**config.mk**
```make
export PLATFORM = sky130hd
export DESIGN_NAME = cpu_multicycle
export DESIGN_NICKNAME = d
export VERILOG_FILES = /design/src/rtl/cpu_pkg.sv /design/src/rtl/cpu_mc_regfile.sv /design/src/rtl/cpu_multicycle.sv
export SDC_FILE = /design/constraint.sdc
export NUM_CORES = 1
export LEC_CHECK = 0
export ABC_AREA = 1
export ABC_CLOCK_PERIOD_IN_PS = 12000
export BUFFER_PORTS_ARGS = -buffer_cell sky130_fd_sc_hd__buf_2
export CAP_MARGIN = 20
export CORE_ASPECT_RATIO = 0.8
export CORE_MARGIN = 2
export CORE_UTILIZATION = 55
export CTS_CLUSTER_SIZE = 30
export DETAILED_ROUTE_END_ITERATION = 16
export PLACE_DENSITY = 0.75
export SLEW_MARGIN = 20
export SYNTH_ARGS = -nofsm -noshare
export SYNTH_HDL_FRONTEND = slang
export SYNTH_SLANG_ARGS = --single-unit
```
**constraint.sdc**
```tcl
create_clock -name CLK -period 12 [get_ports CLK]
set_input_delay 1.2 -clock CLK [delete_from_list [all_inputs] [get_ports CLK]]
set_output_delay 1.2 -clock CLK [all_outputs]
set_load 0.03 [all_outputs]
```
**src/rtl/cpu_pkg.sv**
```systemverilog
// Shared definitions for the multi-cycle 8-bit core: opcodes, FSM states and instruction field positions.
package cpu_pkg;

  localparam logic [7:0] OP_LOADI = 8'd0;
  localparam logic [7:0] OP_MOV   = 8'd1;
  localparam logic [7:0] OP_ADD   = 8'd2;
  localparam logic [7:0] OP_SUB   = 8'd3;
  localparam logic [7:0] OP_AND   = 8'd4;
  localparam logic [7:0] OP_OR    = 8'd5;
  localparam logic [7:0] OP_J     = 8'd6;
  localparam logic [7:0] OP_BEQ   = 8'd7;
  localparam logic [7:0] OP_BNE   = 8'd8;
  localparam logic [7:0] OP_LWD   = 8'd9;
  localparam logic [7:0] OP_LWI   = 8'd10;
  localparam logic [7:0] OP_SWD   = 8'd11;
  localparam logic [7:0] OP_SWI   = 8'd12;

  localparam int OPC_LO = 24;
  localparam int RD_LO  = 16;
  localparam int RS1_LO = 8;
  localparam int RS2_LO = 0;

  typedef enum logic [1:0] {S_FETCH, S_EXEC, S_MEM, S_TRAP} state_t;

endpackage

```
**src/rtl/cpu_mc_regfile.sv**
```systemverilog
// Register file: two asynchronous read ports, one synchronous write port, asynchronous clear.
module cpu_mc_regfile #(
  parameter int DATA_W = 8,
  parameter int NREGS  = 8,
  parameter int IDX_W  = 3
) (
  input  logic              clk,
  input  logic              rst,
  input  logic              we,
  input  logic [IDX_W-1:0]  waddr,
  input  logic [DATA_W-1:0] wdata,
  input  logic [IDX_W-1:0]  raddr1,
  input  logic [IDX_W-1:0]  raddr2,
  output logic [DATA_W-1:0] rdata1,
  output logic [DATA_W-1:0] rdata2
);

  // Depth rounded up to the index space so out-of-range indices simply wrap.
  localparam int DEPTH = 1 << IDX_W;

  logic [DATA_W-1:0] regs [DEPTH];

  always_ff @(posedge clk or posedge rst) begin
    if (rst) begin
      for (int i = 0; i < DEPTH; i++) regs[i] <= '0;
    end else if (we) begin
      regs[waddr] <= wdata;
    end
  end

  assign rdata1 = regs[raddr1];
  assign rdata2 = regs[raddr2];

endmodule

```
**src/rtl/cpu_multicycle.sv**
```systemverilog
// Multi-cycle core: FETCH/EXEC/MEM/TRAP sequencer with busy-wait handshakes to instruction and data memory.
module cpu_multicycle
  import cpu_pkg::*;
#(
  parameter int DATA_W = 8,
  parameter int NREGS  = 8,
  parameter int PC_W   = 32
) (
  input  logic              CLK,
  input  logic              RESET,
  output logic [PC_W-1:0]   PC,
  output logic              IMEM_READ,
  input  logic              IMEM_BUSY,
  input  logic [31:0]       INSTRUCTION,
  output logic              DMEM_READ,
  output logic              DMEM_WRITE,
  output logic [DATA_W-1:0] DMEM_ADDR,
  output logic [DATA_W-1:0] DMEM_WDATA,
  input  logic [DATA_W-1:0] DMEM_RDATA,
  input  logic              DMEM_BUSY,
  output logic              TRAP
);

  localparam int IDX_W = (NREGS > 1) ? $clog2(NREGS) : 1;

  state_t            state, state_nx;
  logic [31:0]       ir;
  logic [7:0]        opc, f_rd, f_rs1, f_rs2;
  logic [IDX_W-1:0]  rd, rs1, rs2;
  logic [DATA_W-1:0] a, b, imm_d, alu_y, rf_wdata;
  logic [PC_W-1:0]   pc_inc, br_tgt;
  logic              legal, alu_wr, take_br, is_mem, is_load, rf_we;
  logic              unused_fields;

  assign opc   = ir[OPC_LO +: 8];
  assign f_rd  = ir[RD_LO  +: 8];
  assign f_rs1 = ir[RS1_LO +: 8];
  assign f_rs2 = ir[RS2_LO +: 8];
  assign rd    = f_rd[IDX_W-1:0];
  assign rs1   = f_rs1[IDX_W-1:0];
  assign rs2   = f_rs2[IDX_W-1:0];
  assign imm_d = DATA_W'(f_rs2);
  assign unused_fields = ^f_rs1;

  cpu_mc_regfile #(.DATA_W(DATA_W), .NREGS(NREGS), .IDX_W(IDX_W)) u_rf (
    .clk    (CLK),
    .rst    (RESET),
    .we     (rf_we),
    .waddr  (rd),
    .wdata  (rf_wdata),
    .raddr1 (rs1),
    .raddr2 (rs2),
    .rdata1 (a),
    .rdata2 (b)
  );

  // Branch offset is a signed word count relative to the next sequential instruction.
  assign pc_inc = PC + PC_W'(4);
  assign br_tgt = pc_inc + (PC_W'(signed'(f_rd)) << 2);

  always_comb begin
    alu_y   = '0;
    alu_wr  = 1'b0;
    take_br = 1'b0;
    is_mem  = 1'b0;
    is_load = 1'b0;
    legal   = 1'b1;
    case (opc)
      OP_LOADI: begin alu_y = imm_d;                    alu_wr = 1'b1; end
      OP_MOV:   begin alu_y = b;                        alu_wr = 1'b1; end
      OP_ADD:   begin alu_y = a + b;                    alu_wr = 1'b1; end
      OP_SUB:   begin alu_y = a + (~b + DATA_W'(1));    alu_wr = 1'b1; end
      OP_AND:   begin alu_y = a & b;                    alu_wr = 1'b1; end
      OP_OR:    begin alu_y = a | b;                    alu_wr = 1'b1; end
      OP_J:     take_br = 1'b1;
      OP_BEQ:   take_br = (a == b);
      OP_BNE:   take_br = (a != b);
      OP_LWD, OP_LWI: begin is_mem = 1'b1; is_load = 1'b1; end
      OP_SWD, OP_SWI: is_mem = 1'b1;
      default:  legal = 1'b0;
    endcase
  end

  always_ff @(posedge CLK or posedge RESET) begin
    if (RESET) state <= S_FETCH;
    else       state <= state_nx;
  end

  always_comb begin
    state_nx = state;
    rf_we    = 1'b0;
    rf_wdata = alu_y;
    case (state)
      S_FETCH: if (!IMEM_BUSY) state_nx = S_EXEC;
      S_EXEC: begin
        rf_we = alu_wr;
        if (!legal)      state_nx = S_TRAP;
        else if (is_mem) state_nx = S_MEM;
        else             state_nx = S_FETCH;
      end
      S_MEM: begin
        rf_wdata = DMEM_RDATA;
        rf_we    = DMEM_READ && !DMEM_BUSY;
        if (!DMEM_BUSY) state_nx = S_FETCH;
      end
      default: state_nx = S_TRAP;
    endcase
  end

  always_ff @(posedge CLK or posedge RESET) begin
    if (RESET) begin
      PC         <= '0;
      ir         <= '0;
      DMEM_READ  <= 1'b0;
      DMEM_WRITE <= 1'b0;
      DMEM_ADDR  <= '0;
      DMEM_WDATA <= '0;
    end else begin
      case (state)
        S_FETCH: if (!IMEM_BUSY) ir <= INSTRUCTION;
        S_EXEC: begin
          if (legal && is_mem) begin
            DMEM_READ  <= is_load;
            DMEM_WRITE <= !is_load;
            DMEM_ADDR  <= (opc == OP_LWD || opc == OP_SWD) ? b : imm_d;
            DMEM_WDATA <= a;
          end else if (legal) begin
            PC <= take_br ? br_tgt : pc_inc;
          end
        end
        S_MEM: begin
          if (!DMEM_BUSY) begin
            DMEM_READ  <= 1'b0;
            DMEM_WRITE <= 1'b0;
            PC         <= pc_inc;
          end
        end
        default: ;
      endcase
    end
  end

  assign IMEM_READ = (state == S_FETCH) && !RESET;
  assign TRAP      = (state == S_TRAP);

endmodule

```
After elaboration in Yosys (flattened, before gate mapping). Cells that the tools add are included. Widths: inputs -> output; s select.

Flip-flop bits (word level): 148. Latch bits: 0. RAM bits: 0. Bits in read-only memories: 0. Logic and storage cells: 106. Memories kept: 0.

Add/sub/neg operators: 5. Multipliers: 0. Divide/modulo/power cells: 0. Magnitude comparators: 4. Equal/unequal tests: 22. Shift operators: 0. Muxes and demuxes: 33. Bitwise operators: 7. Reduce and logical (&&, ||, !) cells: 20.

Operators by type and width (number): $mux 32 (4); $bwmux 64 (1); $pmux 32 s2 (1); $mux 8 (7); $bmux 8 s3 (2); $pmux 8 s6 (1); $eq 8x4->1 const B (5); $add 32x3->32 const B (1); $add 32x32->32 (1); $eq 8x3->1 const B (4); $demux 8 s3 (1); $add 8x8->8 (2); $eq 8x2->1 const B (2); $reduce_or 13->1 (1); $ge 4x4->1 const B (3); $not 3->4 (3); $ne 2x2->1 const B (5); $add 8x1->8 const B (1); $and 8x8->8 (1); $eq 8x1->1 const B (1); $eq 8x8->1 (1); $logic_not 8->1 (1); $mux 2 (4); $ne 8x8->1 (1); other kinds (21) (37).

Longest topological paths before layout. Gate-level depths: netlist (run 1).

Word-level depth: 10. Depth in mapped cells: 26.

Hierarchy. Synthesis (run 1) repeated with hierarchy kept, for this count alone.

Cells, all modules: 1858. Area total of the unflattened synthesis: 11756.3 um^2.

Modules (own cells, without submodules): cpu_multicycle (times used 1, cells an instance 1268, area each 7950.1 um^2, sequential area each 1926.8 um^2); cpu_mc_regfile (times used 1, cells an instance 590, area each 3806.2 um^2, sequential area each 1601.5 um^2).

Worst setup path after synthesis (run 1). Ideal clock, no wire load.

Path kind: reg2reg. From: register PC[3]. To: register PC[31]. Library setup time: 117 ps. Arrival: 2785 ps. Required time: 11883 ps. Path slack: 9098 ps. Cell stages (with the launch flop): 21. Buffers on the path: 0. Period minus slack after synthesis: 2902 ps. Cells stage by stage: dfrtp_1 -> ha_1 -> nand3_1 -> inv_1 -> nand2_1 -> nor3_1 -> nand2_1 -> xor2_1 -> inv_1 -> ha_1 -> a21oi_1 -> and2_1 -> nand2_1 -> nand2_1 -> nand2_1 -> a21oi_1 -> nand2_1 -> nand3_1 -> nand2_1 -> nand2_1 -> nand2_1.

Cells in the longest elaborated chain, start to end: 6. Elaborated cells on any way between the ends: 7.

Ends and longest elaborated chain: start, declared (line cpu_multicycle.sv:11) `output logic [PC_W-1:0] PC,`; start signal, assigned (line cpu_multicycle.sv:128) `PC <= take_br ? br_tgt : pc_inc;`; start signal, assigned (line cpu_multicycle.sv:135) `PC <= pc_inc;`; $add 32x3->32 (*) (line cpu_multicycle.sv:58) `assign pc_inc = PC + PC_W'(4);`; $add 32x32->32 (line cpu_multicycle.sv:59) `assign br_tgt = pc_inc + (PC_W'(signed'(f_rd)) << 2);`; $mux 32 (line cpu_multicycle.sv:128); $mux 32 (line cpu_multicycle.sv:127) `end else if (legal) begin`; $mux 32 (line cpu_multicycle.sv:122) `if (legal && is_mem) begin`; $pmux 32 s2 (*) (line cpu_multicycle.sv:119) `case (state)`.

Every way passes the cells marked *; elsewhere a longest branch is shown, timed or not. The select of a mux whose other input is x is not followed. A chain may end at the register's enable or synchronous reset.

Worst setup path after layout (run 1).
From: register ir[0]. To: register PC[12].

Cells in the longest elaborated chain, start to end: 10. Elaborated cells on any way between the ends: 11.

Ends and longest elaborated chain: start, declared (line cpu_multicycle.sv:27) `logic [31:0] ir;`; start signal, assigned (line cpu_multicycle.sv:113) `ir <= '0;`; start signal, assigned (line cpu_multicycle.sv:120) `S_FETCH: if (!IMEM_BUSY) ir <= INSTRUCTION;`; $not 3->4 (not written as such) (*) (line cpu_mc_regfile.sv:32) `assign rdata2 = regs[raddr2];`; $bmux 8 s3 (*) (line cpu_mc_regfile.sv:32); $mux 8 (not written as such) (*) (2 in series) (line cpu_mc_regfile.sv:32); $ne 8x8->1 or $eq 8x8->1 (tied branches) (line cpu_multicycle.sv:77, cpu_multicycle.sv:76); $pmux 1 s3 (*) (line cpu_multicycle.sv:68) `case (opc)`; $mux 32 (*) (line cpu_multicycle.sv:128); $mux 32 (*) (line cpu_multicycle.sv:127); $mux 32 (*) (line cpu_multicycle.sv:122); $pmux 32 s2 (*) (line cpu_multicycle.sv:119).

Marked as above.

==> implementation parameters, run 1 <==
Parameter                              Value

Yosys
  Cell with the most instances after synthesis ... sky130_fd_sc_hd__nand2_1
  Fraction of post-synthesis cell area in the top cell type by area ... 30.5%
  Number of distinct library cells after synthesis ... 46
  Area of the mapped netlist ... 0.0116 mm²
  Cells taking the most area after synthesis ... sky130_fd_sc_hd__dfrtp_1, sky130_fd_sc_hd__nand2_1, sky130_fd_sc_hd__ha_1
  Number of enable-type register cells in the synthesized netlist ... 0
  Ranking of synthesized cells by instance count ... sky130_fd_sc_hd__nand2_1, sky130_fd_sc_hd__inv_1, sky130_fd_sc_hd__nor2_1, sky130_fd_sc_hd__dfrtp_1, sky130_fd_sc_hd__a21oi_1
  Yosys warnings ... 0
  Syn_area_per_cell ... 6.52 µm²
  Post-synth ARST share ... 100%
  Predominant post-synthesis flop cell ... sky130_fd_sc_hd__dfrtp_1
  Sequential fraction of the synthesis area ... 30.5%
  Synthesized instance count ... 1772
  Synth area leader ... sky130_fd_sc_hd__dfrtp_1
  Post-synthesis sequential element count ... 141

Final layout
  Nets@finish ... 1948
  Post-route insts no fill ... 2119
  Proportion of layout cells with a drive suffix above 1 ... 10.8%
  Antenna fix cells ... 0
  Area overhead of the layout relative to synthesis ... 10.4%

Global route
  Pin count of the biggest net entering global routing ... 91
  Global Route Usage Sum ... 31.9%
  Global-route wire length before repair ... 55900 µm
  Vias in the first global route ... 10300
  GRT Residual Overflow ... 0
  Antenna violations before repair ... 0

Critical path
  Data arrival time of the critical path ... 4.87 ns
  Cells along the critical path ... buf_4 -> inv_1 -> nor2_1 -> o21ai_0 -> inv_1 -> o21ai_1 -> inv_1 -> ha_1 -> nor2_2 -> nand2_1 -> nor2_1 -> nand3_1 -> nand3_4 -> nand2_4 -> inv_2 -> nand3_1 -> o21ai_0 -> o21ai_1
  Type of destination of the critical path ... register
  Length in cells of the worst reg-to-reg path ... 18
  Crit path largest cell delay ... 0.50 ns
  Kind of critical path ... register to register
  Cell seen most often among critical-path stages ... sky130_fd_sc_hd__inv_1
  Max Fanout on Critical Path ... 51
  Element type at the critical path start ... register
  Kind of cell with the highest combined delay on the critical path ... buffers and inverters
  R2R Path End ... PC[12]$_DFFE_PP0P_
  Crit path buf inv count ... 5
  Reg-to-reg startpoint ... ir[0]$_DFFE_PP0P_
  Internal reg-to-reg setup slack ... 7.42 ns
  Required @ worst endpoint ... 12.29 ns
  Critical path's slowest cell ... sky130_fd_sc_hd__inv_1

Timing
  Relative max-transition margin ... 26.7%
  Max Clock Skew ... 0.0163 ns
  Slew at the pin closest to its max-slew limit ... 1.10 ns
  Setup-failing EPs final ... 0
  Shortest clock period the worst path allows after layout ... 4.58 ns
  Post-Route Hold Slack ... 0.484 ns
  Final clock period utilization by the worst path ... 38.1%
  Peak Freq ... 0.219 GHz
  RSZ-0062 raised after global routing ... no
  Setup TNS ... 0 ns
  Final Hold Viols ... 0
  Max Slew Vio Count ... 0

Worst hold path
  Startpoint of the lowest-slack hold path ... u_rf.regs[53]$_DFFE_PP0P_
  Worst hold stages ... 2
  Worst min-delay path class ... register to register
  Worst min-delay path endpoint ... u_rf.regs[53]$_DFFE_PP0P_

Drt
  DRT iter0 DRCs ... 1496
  Initial DRT Pass Iterations ... 6
  Average routed wire per standard cell ... 16.6 µm
  Remaining DRCs ... 0
  Vias ... 11700
  DRT Wirelength ... 35100 µm
  Antenna-violating nets left ... 0
  Detailed-route vias per instance ... 5.53

Placed design
  Detailed Place HPWL ... 26400 µm
  # placed instances ... 2087
  Final weighted congestion of routability-driven global placement ... 0.949
  Number of buffer cells added on primary ports ... 88

Clock network
  Number of levels the H-tree was split into ... 4
  Post-cts sizing count ... 0
  Clock transition at the register clock pins on the worst setup and hold paths after CTS ... 0.08 ns
  CTS tree ... yes
  CTS Buf Count ... 17
  Root Buffer Master ... sky130_fd_sc_hd__clkbuf_16
  Post-CTS repair timing setup buffer count ... 0
  # hold bufs at CTS ... 0
  Maximum count of clock buffers along a single path ... 2
  Clock insertion delay at the later pin of the skew report ... 0.45 ns
  CTS sink cnt ... 141

Floorplanning
  Die footprint ... 0.0222 mm²
  Starting Density ... 56.0%
  Core region area ... 0.0206 mm²
  Chip height ... 134 µm
  Cell row count ... 47
  Number of top-level pins ... 96
  Width of the die ... 166 µm

Pwr
  PD cells ... 82.2 mW/mm²
  Max rail drop VDD ... 0.0744 mV
  Lkg Pwr ... 7.07 nW

Outcome
  Result of the run ... complete, no violations

Flow run
  Maximum capacitance violations ... 0
[placed cells by master, fill, tap and decap left out, types with 30 or more instances in the layout]
master	synthesis	routed
sky130_fd_sc_hd__a21oi_1	115	115
sky130_fd_sc_hd__buf_2	20	88
sky130_fd_sc_hd__dfrtp_1	141	141
sky130_fd_sc_hd__ha_1	64	64
sky130_fd_sc_hd__inv_1	205	204
sky130_fd_sc_hd__nand2_1	598	597
sky130_fd_sc_hd__nand3_1	98	98
sky130_fd_sc_hd__nor2_1	178	178
sky130_fd_sc_hd__o21ai_0	109	109
sky130_fd_sc_hd__o21ai_1	32	32
sky130_fd_sc_hd__xor2_1	30	30
[kinds of logic after synthesis]
kind of cell | synth area share (%)
buffers and inverters | 9.65
xor gates and xnor gates | 2.88
DFF | 30.5
AOI/OAI and AO/OA | 12.9
and+or+nand+nor | 35.4
adders and majority gates | 7.45
other | 0.0324
muxes | 1.17
[layer usage]
layer | vias up | track usage, % | wire length [µm]
met5 | - | 0 | 0
met4 | 0 | 5.65 | 412
met3 | 49 | 8.14 | 3690
met2 | 532 | 45.4 | 14300
met1 | 5376 | 49.0 | 16700
li1 | 5752 | - | -
[metrics by stage]
stage / util [%] / total power [W] / cell area (µm²) / worst slack (ns)
floorplan: - / 0.000493 / 11600 / 7.02
global placement: 58.7 / 0.000502 / 12100 / 7.58
detailed placement: 58.7 / 0.000502 / 12100 / 7.52
CTS: 61.8 / 0.00106 / 12800 / 7.52
global route: 61.8 / 0.00108 / 12800 / 7.11
finish: 61.8 / 0.00105 / 12800 / 7.42
[sequential cells by signal (all words and copies together) (netlist names)]
register,cells
DMEM_WRITE,1
u_rf.regs,64
DMEM_ADDR,8
state,2
PC,30
ir,27
DMEM_READ,1
DMEM_WDATA,8
[area by class of cell]
cell class                      instances  area [µm²]
Timing Repair Buffer                   93         478
Sequential cell                       141        3530
Clock inverter                         15         209
Multi-Input combinational cell       1358        6920
Tap cell                              269         337
Inverter                              226         858
Clock buffer                           17         425
Fill cell                            1973        7880
[worst register-to-register path: cells and delay by family, from the launching register on]
family,cells,cell delay (ns)
AOI/OAI and AO/OA,4,0.96
adders and majority gates,1,0.45
and+or+nand+nor,8,1.18
buffers and inverters,5,1.47
DFF,1,0.37
[worst max path at each step]
stage                            from                  endpoint  cells past startpoint
finish              ir[0]$_DFFE_PP0P_        PC[12]$_DFFE_PP0P_                     18
CTS                 ir[0]$_DFFE_PP0P_        PC[12]$_DFFE_PP0P_                     18
global placement    ir[0]$_DFFE_PP0P_         PC[4]$_DFFE_PP0P_                     18
global route        ir[9]$_DFFE_PP0P_        PC[12]$_DFFE_PP0P_                     16
floorplan                       RESET  DMEM_ADDR[0]$_DFFE_PP0P_                      1
detailed placement  ir[0]$_DFFE_PP0P_         PC[4]$_DFFE_PP0P_                     18
[power by group]
part / internal [W] / total [W] / switching, W
logic: 0.00000466 / 0.0000172 / 0.0000126
registers: 0.000475 / 0.000475 / 0
clock network: 0.000287 / 0.000557 / 0.000270
No activity file was read; power rests on OpenSTA's default activity.
==> run 2, diff against run 1 <==
--- a/config.mk
+++ b/config.mk
@@ -6,7 +6,7 @@
 export NUM_CORES = 1
 export LEC_CHECK = 0
 export ABC_AREA = 1
-export ABC_CLOCK_PERIOD_IN_PS = 12000
+export ABC_CLOCK_PERIOD_IN_PS = 4700
 export BUFFER_PORTS_ARGS = -buffer_cell sky130_fd_sc_hd__buf_2
 export CAP_MARGIN = 20
 export CORE_ASPECT_RATIO = 0.8
==> constraint.sdc (replaced) <==
create_clock -name CLK -period 4.7 [get_ports CLK]
set_input_delay 0.47 -clock CLK [delete_from_list [all_inputs] [get_ports CLK]]
set_output_delay 0.47 -clock CLK [all_outputs]
set_load 0.03 [all_outputs]
==> implementation parameters, run 2 (synthesis results as in run 1) <==
Parameter                              Value

Outcome
  Result of the run ... complete, no violations

Global route
  Vias in the first global route ... 10500 (+2.0%)
  Antenna violations before repair ... 0 (unchanged)
  Global Route Usage Sum ... 31.4% (-0.48 points)
  Global-route wire length before repair ... 55200 µm (-1.2%)
  Pin count of the biggest net entering global routing ... 85 (-6.6%)
  GRT Residual Overflow ... 0 (unchanged)

Critical path
  Max Fanout on Critical Path ... 23 (-55%)
  Kind of critical path ... register to register
  Cells along the critical path ... buf_4 -> a21oi_1 -> o21ai_0 -> o21ai_0 -> nand2_1 -> o21ai_1 -> inv_1 -> ha_1 -> nor2_2 -> nand2_1 -> nor2_1 -> nand3_1 -> nand3_4 -> nand2_4 -> inv_2 -> o21ai_0 -> o21ai_1 -> o21ai_1
  Data arrival time of the critical path ... 4.34 ns (-0.53 ns)
  Required @ worst endpoint ... 5.01 ns (-7.28 ns)
  Element type at the critical path start ... register
  Type of destination of the critical path ... register
  Kind of cell with the highest combined delay on the critical path ... compound AO/OA/AOI/OAI gates
  Crit path buf inv count ... 3 (-2)
  Crit path largest cell delay ... 0.64 ns (+0.14 ns)
  Critical path's slowest cell ... sky130_fd_sc_hd__dfrtp_1

Final layout
  Register with the most flip-flops ... u_rf.regs
  Nets@finish ... 1960 (+0.62%)
  Area overhead of the layout relative to synthesis ... 10.7%
  Number of flip-flops under the largest register name ... 64 (unchanged)
  Most used cells in the layout excluding fill and tap cells ... sky130_fd_sc_hd__nand2_1, sky130_fd_sc_hd__inv_1, sky130_fd_sc_hd__nor2_1
  Antenna fix cells ... 0 (unchanged)
  Largest registers ... u_rf.regs (64), PC (30), ir (27)
  Proportion of layout cells with a drive suffix above 1 ... 11.4% (+0.57 points)
  Most frequent standard cell in the layout excluding fill and tap cells ... sky130_fd_sc_hd__nand2_1

Drt
  Remaining DRCs ... 0 (unchanged)
  Antenna-violating nets left ... 0 (unchanged)
  Detailed-route vias per instance ... 5.50 (-0.52%)
  DRT iter0 DRCs ... 1339 (-10%)
  Vias ... 11700 (+0.043%)
  Initial DRT Pass Iterations ... 7 (+1)
  Average routed wire per standard cell ... 16.3 µm (-1.4%)
  DRT Wirelength ... 34800 µm (-0.87%)

Clock network
  Maximum count of clock buffers along a single path ... 2 (unchanged)
  Clock transition at the register clock pins on the worst setup and hold paths after CTS ... 0.07 ns (about the same)
  Root Buffer Master ... sky130_fd_sc_hd__clkbuf_16
  Post-cts sizing count ... 0 (unchanged)
  # hold bufs at CTS ... 0 (unchanged)
  Number of levels the H-tree was split into ... 4 (unchanged)
  Clock insertion delay at the later pin of the skew report ... 0.44 ns (about the same)
  CTS Buf Count ... 17 (unchanged)
  CTS sink cnt ... 141 (unchanged)
  CTS tree ... yes
  Post-CTS repair timing setup buffer count ... 0 (unchanged)

Floorplanning
  Starting Density ... 56.0% (unchanged)
  Chip height ... 134 µm (unchanged)
  Die footprint ... 0.0222 mm² (unchanged)
  Core region area ... 0.0206 mm² (unchanged)
  Cell row count ... 47 (unchanged)
  Number of top-level pins ... 96 (unchanged)
  Width of the die ... 166 µm (unchanged)

Flow run
  Maximum capacitance violations ... 0 (unchanged)

Timing
  Shortest clock period the worst path allows after layout ... 4.04 ns (-0.539 ns)
  Relative max-transition margin ... 37.8% (+11 points)
  Max Slew Vio Count ... 0 (unchanged)
  Peak Freq ... 0.248 GHz (+13%)
  Final clock period utilization by the worst path ... 85.9% (+48 points)
  Max Clock Skew ... 0.0132 ns (-0.00306 ns)
  Slew at the pin closest to its max-slew limit ... 0.931 ns (-0.169 ns)
  Setup-failing EPs final ... 0 (unchanged)
  Final Hold Viols ... 0 (unchanged)
  Setup TNS ... 0 ns (unchanged)
  RSZ-0062 raised after global routing ... no

Placed design
  Number of buffer cells added on primary ports ... 88 (unchanged)
  Detailed Place HPWL ... 26700 µm (+0.99%)
  Final weighted congestion of routability-driven global placement ... 0.943 (-0.65%)

Pwr
  PD cells ... 203 mW/mm² (+150%)
  Lkg Pwr ... 7.11 nW (+0.57%)
  Power Total ... 0.00260 W (+150%)
  Max rail drop VDD ... 0.215 mV (+190%)

Worst hold path
  Worst min-delay path class ... input port to asynchronous set/reset pin
-- run 2: changes by cell type in the layout (fill, tap and decap cells not counted) --
cell / change
sky130_fd_sc_hd__clkinv_8: -9
sky130_fd_sc_hd__clkinvlp_4: +2
sky130_fd_sc_hd__inv_6: +2
sky130_fd_sc_hd__clkbuf_8: +2
sky130_fd_sc_hd__clkinv_4: +3
sky130_fd_sc_hd__buf_12: +1
sky130_fd_sc_hd__buf_4: +11
-- run 2: final cells by class --
cell class | count | area, µm²
Fill cell | 1919 | 7840
Multi-Input combinational cell | 1358 | 6920
Tap cell | 269 | 337
Timing Repair Buffer | 105 | 581
Sequential cell | 141 | 3530
Clock inverter | 13 | 121
Clock buffer | 19 | 453
Inverter | 226 | 858
-- run 2: through the flow --
| step | setup WS, ns | cell area (µm²) | instances | hold slack [ns] | utilization [%] |
|---|---|---|---|---|---|
| 2_1_floorplan | 0.449 | 11600 | 1773 | 0.449 | - |
| 3_3_place_gp | 0.880 | 12200 | 2099 | 0.462 | 59.2 |
| 3_5_place_dp | 0.802 | 12200 | 2099 | 0.465 | 59.2 |
| 4_1_cts | 0.740 | 12800 | 2131 | 0.218 | 62.0 |
| 5_1_grt | 0.322 | 12800 | 2131 | 0.248 | 62.0 |
| 6_report | 0.664 | 12800 | 2131 | 0.190 | 62.0 |
-- run 2: final timing paths --
path	start	end	slack (ns)	cells after the start
setup / recovery	ir[9]$_DFFE_PP0P_	PC[4]$_DFFE_PP0P_	0.66	18
hold / removal	RESET	PC[28]$_DFFE_PP0P_	0.19	2
hold reg to reg	DMEM_WDATA[1]$_DFFE_PP0P_	DMEM_WDATA[1]$_DFFE_PP0P_	0.48	2
setup reg to reg	ir[9]$_DFFE_PP0P_	PC[4]$_DFFE_PP0P_	0.66	18
min in group CLK	INSTRUCTION[21]	ir[21]$_DFFE_PP0P_	0.25	2
max in group asynchronous	RESET	u_rf.regs[26]$_DFFE_PP0P_	3.53	3
-- run 2: metal layers --
| layer | wire [µm] | track usage (%) |
|---|---|---|
| met5 | 0 | 0 |
| met4 | 576 | 7.58 |
| met3 | 3740 | 7.72 |
| met2 | 14100 | 44.4 |
| met1 | 16400 | 47.9 |
-- run 2: power by group --
part / internal [W] / switching, W / total, W
logic: 0.0000124 / 0.0000315 / 0.0000440
clock network: 0.000726 / 0.000616 / 0.00134
registers: 0.00121 / 0 / 0.00121
total: 0.00195 / 0.000647 / 0.00260
